--- src/rtl/pmp_mmio_ctrl.sv ---
// MMIO front end for a bank of pattern-matching modules: staging buffer, command FIFO,
// per-module dispatch with ready/accept handshake, sticky PATT and STATUS flags.
module pmp_mmio_ctrl #(
  parameter int          NUM_MODULES = 4,
  parameter logic [31:0] BASE_ADDR   = 32'h0040_0000,
  parameter int          FIFO_DEPTH  = 4
) (
  input  logic                      clk,
  input  logic                      reset,
  input  logic [31:0]               daddr,
  input  logic [31:0]               dwdata,
  input  logic [3:0]                dwe,
  output logic [31:0]               drdata,
  output logic [64*NUM_MODULES-1:0] pmp_data,
  output logic [16*NUM_MODULES-1:0] pmp_control,
  output logic [NUM_MODULES-1:0]    data_ready,
  input  logic [NUM_MODULES-1:0]    data_accepted,
  input  logic [NUM_MODULES-1:0]    pattern_accepted
);

  localparam int AW = (FIFO_DEPTH > 1) ? $clog2(FIFO_DEPTH) : 1;
  localparam int CW = AW + 1;
  localparam int EW = 1 + 16 + 5 + 64;

  logic [29:0] word, base_word;
  logic        sel_lo, sel_hi, sel_cmd, sel_busy, sel_patt, sel_status;
  logic        wr;
  logic        unused_addr_lsb;

  assign word      = daddr[31:2];
  assign base_word = BASE_ADDR[31:2];
  assign unused_addr_lsb = ^daddr[1:0];

  assign sel_lo     = (word == base_word);
  assign sel_hi     = (word == base_word + 30'd1);
  assign sel_cmd    = (word == base_word + 30'd2);
  assign sel_busy   = (word == base_word + 30'd3);
  assign sel_patt   = (word == base_word + 30'd4);
  assign sel_status = (word == base_word + 30'd5);
  assign wr         = |dwe;

  logic [63:0]            stage;
  logic [EW-1:0]          fifo_mem [FIFO_DEPTH];
  logic [AW-1:0]          wr_ptr, rd_ptr;
  logic [CW-1:0]          count;
  logic                   full, empty;
  logic                   cmd_wr, push, pop, ovf_set;
  logic [NUM_MODULES-1:0] patt, patt_clr, tgt;
  logic                   ovf, idx_err;
  logic                   ovf_clr, idx_clr;

  logic [EW-1:0] head;
  logic          h_bcast, h_nop, idx_bad;
  logic [15:0]   h_ctl;
  logic [4:0]    h_idx;
  logic [63:0]   h_data;

  assign full  = (count == CW'(FIFO_DEPTH));
  assign empty = (count == '0);

  // Fullness is judged before this edge's pop, so a CMD into a full FIFO is lost
  // even if the head leaves in the same cycle.
  assign cmd_wr  = sel_cmd && (dwe == 4'hF);
  assign push    = cmd_wr && !full;
  assign ovf_set = cmd_wr && full;

  assign head    = fifo_mem[rd_ptr];
  assign h_bcast = head[85];
  assign h_ctl   = head[84:69];
  assign h_idx   = head[68:64];
  assign h_data  = head[63:0];
  assign h_nop   = (h_ctl[15:14] == 2'b00);
  assign idx_bad = !h_bcast && ({27'b0, h_idx} >= 32'(NUM_MODULES));

  always_comb begin
    tgt = '0;
    for (int i = 0; i < NUM_MODULES; i++) begin
      tgt[i] = h_bcast || (h_idx == 5'(i));
    end
  end

  // An out-of-range index has no targets, so it pops immediately.
  assign pop = !empty && ((tgt & data_ready) == '0);

  assign patt_clr = (sel_patt && wr) ? dwdata[NUM_MODULES-1:0] : '0;
  assign ovf_clr  = sel_status && wr && dwdata[2];
  assign idx_clr  = sel_status && wr && dwdata[3];

  always_ff @(posedge clk) begin
    if (!reset && push) begin
      fifo_mem[wr_ptr] <= {dwdata[31], dwdata[30:15], dwdata[4:0], stage};
    end
  end

  always_ff @(posedge clk) begin
    if (reset) begin
      stage       <= '0;
      wr_ptr      <= '0;
      rd_ptr      <= '0;
      count       <= '0;
      pmp_data    <= '0;
      pmp_control <= '0;
      data_ready  <= '0;
      patt        <= '0;
      ovf         <= 1'b0;
      idx_err     <= 1'b0;
    end else begin
      for (int b = 0; b < 4; b++) begin
        if (sel_lo && dwe[b]) stage[8*b +: 8]      <= dwdata[8*b +: 8];
        if (sel_hi && dwe[b]) stage[32+8*b +: 8]   <= dwdata[8*b +: 8];
      end

      if (push) wr_ptr <= wr_ptr + AW'(1);
      if (pop)  rd_ptr <= rd_ptr + AW'(1);
      case ({push, pop})
        2'b10:   count <= count + CW'(1);
        2'b01:   count <= count - CW'(1);
        default: count <= count;
      endcase

      for (int i = 0; i < NUM_MODULES; i++) begin
        if (pop && tgt[i]) begin
          pmp_data[64*i +: 64]    <= h_data;
          pmp_control[16*i +: 16] <= h_ctl;
          data_ready[i]           <= !h_nop;
        end else if (data_accepted[i]) begin
          data_ready[i] <= 1'b0;
        end
      end

      patt    <= (patt & ~patt_clr) | pattern_accepted;
      ovf     <= ovf_set | (ovf & !ovf_clr);
      idx_err <= (pop && idx_bad) | (idx_err & !idx_clr);
    end
  end

  always_comb begin
    drdata = '0;
    if (!wr) begin
      if (sel_busy) begin
        drdata[NUM_MODULES-1:0] = data_ready;
      end else if (sel_patt) begin
        drdata[NUM_MODULES-1:0] = patt;
      end else if (sel_status) begin
        drdata[8 +: CW] = count;
        drdata[3]       = idx_err;
        drdata[2]       = ovf;
        drdata[1]       = full;
        drdata[0]       = empty;
      end
    end
  end

endmodule

--- config.mk ---
export PLATFORM = sky130hd
export DESIGN_NAME = pmp_mmio_ctrl
export DESIGN_NICKNAME = d
export VERILOG_FILES = /design/src/rtl/pmp_mmio_ctrl.sv
export SDC_FILE = /design/constraint.sdc
export NUM_CORES = 1
export LEC_CHECK = 0
export ABC_AREA = 1
export CORE_AREA = 3 3 229 231
export CTS_BUF_LIST = sky130_fd_sc_hd__clkbuf_16
export DETAILED_ROUTE_END_ITERATION = 10
export DIE_AREA = 0 0 232 234
export PLACE_DENSITY = 0.87
export SLEW_MARGIN = 0
export SYNTH_ARGS = -nofsm -noshare
export SYNTH_HDL_FRONTEND = slang
export SYNTH_SLANG_ARGS = --single-unit
--- constraint.sdc ---
create_clock -name clk -period 16.89 [get_ports clk]
set_input_delay 3.378 -clock clk [delete_from_list [all_inputs] [get_ports clk]]
set_output_delay 3.378 -clock clk [all_outputs]
set_load 0.03 [all_outputs]
# == Yosys cells after proc, flatten, opt, wreduce, memory -nomap -nowiden ==
# Memories as Yosys holds them, arrays and structs flattened. A register that Yosys moved wholly into a read port is not among the register bits.
# Cells that the tools add are included.
# Widths: inputs -> output; s select.
# op_classes
add_sub_neg,4
n_lt_le_gt_ge,1
n_eq_ne,13
mux,22
bitwise,8
reduce_logical,44
# ops
cell,n
$eq 30x21->1 const B,6
$logic_and 1x1->1,23
$mux 4,5
$mux 3,4
$eq 5x2->1 const B,2
$mux 1,10
$reduce_bool 2->1,5
$and 4x4->4,2
$logic_not 1->1,7
$pmux 3 s2,1
$eq 5x1->1 const B,1
$ge 5x3->1 const B,1
$logic_not 5->1,1
$add 2x1->2 const B,2
$eq 4x4->1 const B,1
$logic_not 4->1,1
$logic_or 1x1->1,4
$mux 2,2
$not 4->4,1
$or 4x4->4,1
$reduce_or 4->1,1
$add 3x1->3 const B,1
$eq 3x3->1 const B,1
$logic_not 3->1,1
other kinds (6),8
# word_totals
regBits,401
mem_bits_rw,344
in_bits,78
output_inout_bits,356
word_cells,119
memories,1
# memory_table
name,depth,width,read_ports,rd_ports_with_merged_regs,write_ports,line_no,rtl
fifo_mem,4,86,1,1,1,43,logic [EW-1:0] fifo_mem [FIFO_DEPTH];

# == Depth between registers and ports, before layout ==
# Gate-level depths: netlist (run 1).
# logic_depth
ltp_word,7
depth_mapped,20
depth_no_buf,17

# == Least setup slack after synthesis (run 1) ==
# OpenSTA, ideal clock, no wires.
# synth_timing
kind,input to output
start,in dwe[1]
end,out drdata[8]
arrival_time_ns,5.094
required_time_ns,13.512
path_slack_ns,8.418
cell_stages,4
path_buffers,0
path_cell_list,nor4_1 > nand2_1 > or2_2 > nor3_1
# synth_between
elab_chain_cells,2
# synth_rtl
element,line_no,rtl
"start, declared",12,"input logic [3:0] dwe,"
$reduce_or 4->1,40,assign wr = |dwe;
$mux 3,139,if (!wr) begin
"end, declared",13,"output logic [31:0] drdata,"
# No other way between the ends.

# == Final worst setup path (run 1) ==
# layout_timing
start,in dwe[0]
end,out drdata[9]
# Same word-level chain as after synthesis.

==> results of run 1 <==
## metrics by stage
| step | instances | utilization | hold slack [ns] | power, mW | worst slack [ns] |
|---|---|---|---|---|---|
| 5_1_grt | 4450 | 0.724 | 0.497 | 8.28 | 7.19 |
| 2_1_floorplan | 3430 | - | 0.438 | 4.88 | 8.42 |
| 6_report | 4451 | 0.724 | 0.479 | 7.83 | 7.43 |
| 3_5_place_dp | 4314 | 0.673 | 0.465 | 6.08 | 7.42 |
| 4_1_cts | 4449 | 0.724 | 0.476 | 7.83 | 7.40 |
| 3_3_place_gp | 4314 | 0.673 | 0.454 | 5.98 | 7.44 |
## cell usage in the layout (no fill, tap or decap), types with 6 or more instances in the layout
cell type | synthesis | routed
nand3_1 | 91 | 91
edfxtp_1 | 344 | 344
conb_1 | 1 | 25
o22ai_1 | 37 | 37
a21oi_1 | 182 | 182
clkinv_1 | 0 | 7
clkdlybuf4s50_1 | 0 | 406
nor3_1 | 9 | 9
o21ai_0 | 146 | 145
nor2_1 | 699 | 695
nor2_4 | 1 | 6
inv_1 | 403 | 418
nand4_1 | 7 | 7
nand2_1 | 791 | 791
bufinv_16 | 0 | 11
dfxtp_1 | 403 | 401
clkbuf_16 | 0 | 80
clkinv_2 | 0 | 10
a32oi_1 | 42 | 42
buf_4 | 38 | 20
## flip-flops by register name, indices dropped and copies added (netlist names), named ones only
register     cells
ovf              1
idx_err          1
data_ready       4
fifo_mem       344
patt             4
stage           64
count            3
pmp_data       256
wr_ptr           2
pmp_control     64
rd_ptr           2
## layout make-up
| type | instances | area [µm²] |
|---|---|---|
| Inverter | 405 | 1530 |
| Clock inverter | 55 | 543 |
| Sequential cell | 747 | 18400 |
| Fill cell | 3523 | 13900 |
| Multi-Input combinational cell | 2064 | 8840 |
| Tap cell | 672 | 841 |
| Antenna cell | 2 | 5.00 |
| Timing Repair Buffer | 426 | 4210 |
| Clock buffer | 80 | 2000 |
## worst max-delay path by stage
| stage | startpoint | endpoint | slack, ns | cells past startpoint |
|---|---|---|---|---|
| 3_3_place_gp | dwe[0] | drdata[9] | 7.44 | 6 |
| 5_1_grt | dwe[0] | drdata[9] | 7.19 | 6 |
| 2_1_floorplan | dwe[1] | drdata[8] | 8.42 | 4 |
| 4_1_cts | dwe[0] | drdata[9] | 7.40 | 6 |
| 6_report | dwe[0] | drdata[9] | 7.43 | 6 |
| 3_5_place_dp | dwe[0] | drdata[9] | 7.42 | 6 |
## worst min-delay path, delay by kind of cell, from the launching register on
family / cells / cell delay (ns)
flops: 1 / 0.33
simple gates: 1 / 0.08
compound gates: 1 / 0.04
## per-layer routing
layer  global-route usage  up-vias  part of all wire
met5                    0        -           0.00076
met4                0.121       10             0.036
met3               0.0567      169             0.090
met2                0.485     1124              0.49
met1                0.370    11200              0.39
li1                     -    11300                 -
## kinds of logic (layout without fill, tap and decap cells)
kind of cell	count (synthesis)	after routing	synth area share
flip-flops	747	747	0.620
AND/OR/NAND/NOR	1618	1618	0.212
AO/OA/AOI/OAI	415	415	0.0774
other	1	27	0.000126
adder cells (fa/ha/maj)	6	6	0.00278
buffers and inverters	619	966	0.0881
## power by group
part	leakage, nW	switching, mW	internal, mW
sequential	6.46	0.208	2.23
combinational	7.54	2.51	1.16
clock	1.31	0.693	1.02
total	15.3	3.41	4.42
==> flow_metrics.tcl, run 1 <==
set metrics [dict create \
    fin_skew_ns 0.0331 \
    fin_crit_sh 0.560 \
    setup_viol 0 \
    ctsRootBufferMaster "clkbuf_16" \
    io_pins 434 \
    wl_per_cell_um 18.2 \
    crit_family "simple AND/OR/NAND/NOR gates" \
    die_w_um 232 \
    grt-ovfl-total 0 \
    cap_violations 0 \
    track_usage 0.289 \
    max_slew_margin 0.144 \
    final.setup.tns_ns 0 \
    worstPathRequired_ns 13.51 \
    syn_avg_cell_area_um2 8.72 \
    syn_inst 3406 \
    min_path_type "flop to flop" \
    synth_area_um2 29700 \
    critPathMaxFanout 7 \
    cts_resized 0 \
    cts_setup_buffers 0 \
    route.detailed.drc 0 \
    fmax_ghz 0.106 \
    ys_ff_latch 747 \
    clockBufferDepth 3 \
    vdd_drop_max_v 0.000150 \
    core-area_um2 50300 \
    final_nets 3802 \
    yosysSeqAreaShare 0.620 \
    drt-total-wl_mm 81.1 \
    dp_hpwl_mm 49.4 \
    globalplace.congestion 0.837 \
    drtIter0Drc 2390 \
    vias_per_cell 5.35 \
    period_needed_ns 9.46 \
    synth_top_area_share 0.348 \
    grt_pass1_vias 21800 \
    hold_violations 0 \
    holdPathStages 2 \
    drtAntennaViolNets 0 \
    cts_tree "done" \
    critPathBufInv 2 \
    power_density_nw_per_um2 215 \
    rsz0062_at_grt "no" \
    r2r_setup_slack_ns 11.39 \
    die_area_um2 54300 \
    synth-main-ff-cell "dfxtp_1" \
    end_kind "output pin" \
    yosysTopAreaCell "edfxtp_1" \
    yosysWarnings 0 \
    ff2ff_path_depth 12 \
    cts_buffers 74 \
    hold_buffers 0 \
    cts_max_level 3 \
    maxSlewViolCount 0 \
    path_clk_slew_ns 0.06 \
    dr.pass1.iters 6 \
    synthTopCellsByCount "nand2_1, nor2_1, dfxtp_1, inv_1, edfxtp_1" \
    worstHoldStart "pmp_data[143]$_SDFFE_PP0P_" \
    path_cells "clkdlybuf4s50_1, nor4_1, nand2_1, or2_2, nor3_1, clkdlybuf4s50_1" \
    worstSkewPairLatency_ns 0.61 \
    status "completed" \
    drive_gt1_frac 0.0418 \
    tightest_slew_ns 1.28 \
    antenna_found_initial 7 \
    synth_most_common_cell "nand2_1" \
    placementRows 82 \
    slowest_delay_ns 0.83 \
    syn2layout_area_growth_pct 22.6 \
    vias 23800 \
    cpMostUsedCell "clkdlybuf4s50_1" \
    p_leak_nw 15.3 \
    post_dp_cell_area_um2 33800 \
    asyncSetResetFlopFracSynth 0 \
    yosysUniqueCellTypes 34 \
    die_h_um 234 \
    reg2reg_to "pmp_control[28]$_SDFFE_PP0P_" \
    synth_edf_count 344 \
    crit_type "primary input to output pin" \
    cp_slowest_cell "nor4_1" \
    critPathLaunchType "primary input" \
    arrival_ns 6.08 \
    netlist_top_cells_area "edfxtp_1, dfxtp_1, nand2_1" \
    finalInstanceArea_um2 36400 \
    grt_pass1_wl_mm 121 \
    grt_max_degree 130 \
    hold_end "pmp_data[143]$_SDFFE_PP0P_" \
    start_util 0.591 \
    port_buffers 406 \
    clock_sinks 747 \
]
Power figures use the tool's default switching activity.
==> run 2, diff against run 1 <==
Settings changed: CORE_AREA 3 3 229 231 to 3 3 251 253, DIE_AREA 0 0 232 234 to 0 0 254 256, PLACE_DENSITY 0.87 to 0.77.
Clock period 16.89 ns to 7.8 ns, I/O delays scaled along.
==> run 2 against run 1 <==
Net effect:
- clock-buffer cell count shrank 1
- clock skew shrank 0.0050 ns
- hold slack lost 0.0050 ns
- core utilization shrank 13 points
- die area grew 20%
- via count shrank 3.4%
- clock power grew 100%
- sequential power grew 120%
- design area grew 0.15%
- critical endpoint is now drdata[8]
==> flow_metrics.tcl, run 2 (synthesis results as in run 1) <==
set metrics [dict create \
    status "completed" \
    dp_hpwl_mm 49.4 \
    period_needed_ns 5.90 \
    final_cell_mix "nand2_1, nor2_1, inv_1, clkdlybuf4s50_1, dfxtp_1" \
    cts_max_level 3 \
    cts_resized 0 \
    arrival_ns 4.34 \
    grt_pass1_vias 20900 \
    cts_tree "done" \
    core-area_um2 61300 \
    hold_end "pmp_data[179]$_SDFFE_PP0P_" \
    worstSkewPairLatency_ns 0.62 \
    syn2layout_area_growth_pct 22.7 \
    setup_viol 0 \
    cts_buffers 76 \
    dr.pass1.iters 6 \
    ctsRootBufferMaster "clkbuf_16" \
    grt-ovfl-total 0 \
    die_h_um 256 \
    wl_per_cell_um 17.3 \
    clock_sinks 747 \
    crit_type "primary input to output pin" \
    hold_violations 0 \
    slowest_delay_ns 0.91 \
    globalplace.congestion 0.835 \
    final.setup.tns_ns 0 \
    fin_ws_ns 1.90 \
    sw_frac_of_total 0.439 \
    io_pins 434 \
    p_int_mw 9.31 \
    end_kind "output pin" \
    path_cells "clkdlybuf4s50_1, nor4_1, nand2_1, or2_2, nor3_1, clkdlybuf4s50_1" \
    holdPathStages 2 \
    vias_per_cell 5.02 \
    fmax_ghz 0.170 \
    path_clk_slew_ns 0.05 \
    power_density_nw_per_um2 455 \
    p_seq_frac 0.318 \
    dp_slack_ns 1.96 \
    cpMostUsedCell "clkdlybuf4s50_1" \
    power_mw 16.6 \
    ff2ff_path_depth 14 \
    maxSlewViolCount 0 \
    placementRows 91 \
    combinationalPowerShare 0.474 \
    tightest_slew_ns 1.20 \
    drtIter0Drc 2218 \
    cts_setup_buffers 0 \
    clockBufferDepth 3 \
    largest_register_ffs 344 \
    max_slew_margin 0.201 \
    die_w_um 254 \
    vias 23000 \
    vdd_drop_max_v 0.000493 \
    crit_family "simple AND/OR/NAND/NOR gates" \
    die_area_um2 65000 \
    layout_commonest_cell "nand2_1" \
    cp_slowest_cell "nor4_1" \
    rsz0062_at_grt "no" \
    worstPathRequired_ns 6.24 \
    reg2reg_to "pmp_control[15]$_SDFFE_PP0P_" \
    cap_violations 0 \
    critPathLaunchType "primary input" \
    worstHoldStart "pmp_data[179]$_SDFFE_PP0P_" \
    p_leak_nw 15.3 \
    route.detailed.drc 0 \
    antenna_found_initial 8 \
    critPathBufInv 2 \
    r2r_setup_slack_ns 2.60 \
    grt_pass1_wl_mm 120 \
    drt-total-wl_mm 79.4 \
    grt_max_degree 137 \
    fin_skew_ns 0.0281 \
    track_usage 0.238 \
    drtAntennaViolNets 0 \
    port_buffers 406 \
    regMostFlops "fifo_mem" \
    net-switching-power_mw 7.28 \
    drive_gt1_frac 0.0420 \
    min_path_type "flop to flop" \
    hold_buffers 0 \
    reg_top3 "fifo_mem x344, pmp_data x256" \
    critPathMaxFanout 7 \
    p_clk_frac 0.208 \
    fin_crit_sh 0.756 \
    start_util 0.485 \
    final_nets 3809 \
]
## run 2: worst max path at each step
stage                  start                       end  slack (ns)  cells after the start
floorplan           daddr[5]  fifo_mem[0][0]$_DFFE_PP_        1.21                      5
global placement      dwe[1]                 drdata[8]        2.01                      6
detailed placement    dwe[0]                 drdata[8]        1.96                      6
CTS                   dwe[0]                 drdata[8]        1.93                      6
global route          dwe[0]                 drdata[8]        1.74                      6
finish                dwe[0]                 drdata[8]        1.90                      6
## run 2: area by class of cell
cell class / count / area (µm²)
well taps: 790 / 988
inverters: 405 / 1530
repair buffers: 431 / 4290
clock inverters: 63 / 395
multi-input cells: 2064 / 8840
clock buffers: 79 / 1980
flip-flops and latches: 747 / 18400
fillers: 5149 / 24800
diodes: 4 / 10.0
## run 2: power by group through the flow
stage / clock, mW / combinational [mW] / sequential (mW)
3_5_place_dp: 0 / 7.81 / 5.36
3_3_place_gp: 0 / 7.69 / 5.34
2_1_floorplan: 0 / 3.92 / 6.65
5_1_grt: 3.66 / 8.60 / 5.37
4_1_cts: 3.50 / 7.89 / 5.28
6_report: 3.45 / 7.86 / 5.28
## run 2: per-stage QoR
step / instances / hold WS (ns) / utilization / area (µm²)
floorplan: 3430 / 0.438 / - / 29800
global placement: 4437 / 0.459 / 0.556 / 34100
detailed placement: 4437 / 0.466 / 0.556 / 34100
CTS: 4579 / 0.480 / 0.595 / 36400
global route: 4579 / 0.505 / 0.595 / 36400
finish: 4583 / 0.474 / 0.595 / 36400
## run 2: layer usage
| layer | track usage | vias to the layer above | part of all wire |
|---|---|---|---|
| li1 | - | 11400 | - |
| met1 | 0.309 | 10700 | 0.41 |
| met2 | 0.399 | 803 | 0.48 |
| met5 | 0 | - | 0.00081 |
| met3 | 0.0440 | 147 | 0.074 |
| met4 | 0.0843 | 10 | 0.031 |
## run 2: worst register-to-register path, delay by kind of cell (launching register included)
family                 cells  cell delay (ns)
AO/OA/AOI/OAI              1             0.08
buffers and inverters      3             1.98
flip-flops                 1             0.85
AND/OR/NAND/NOR           10             2.17
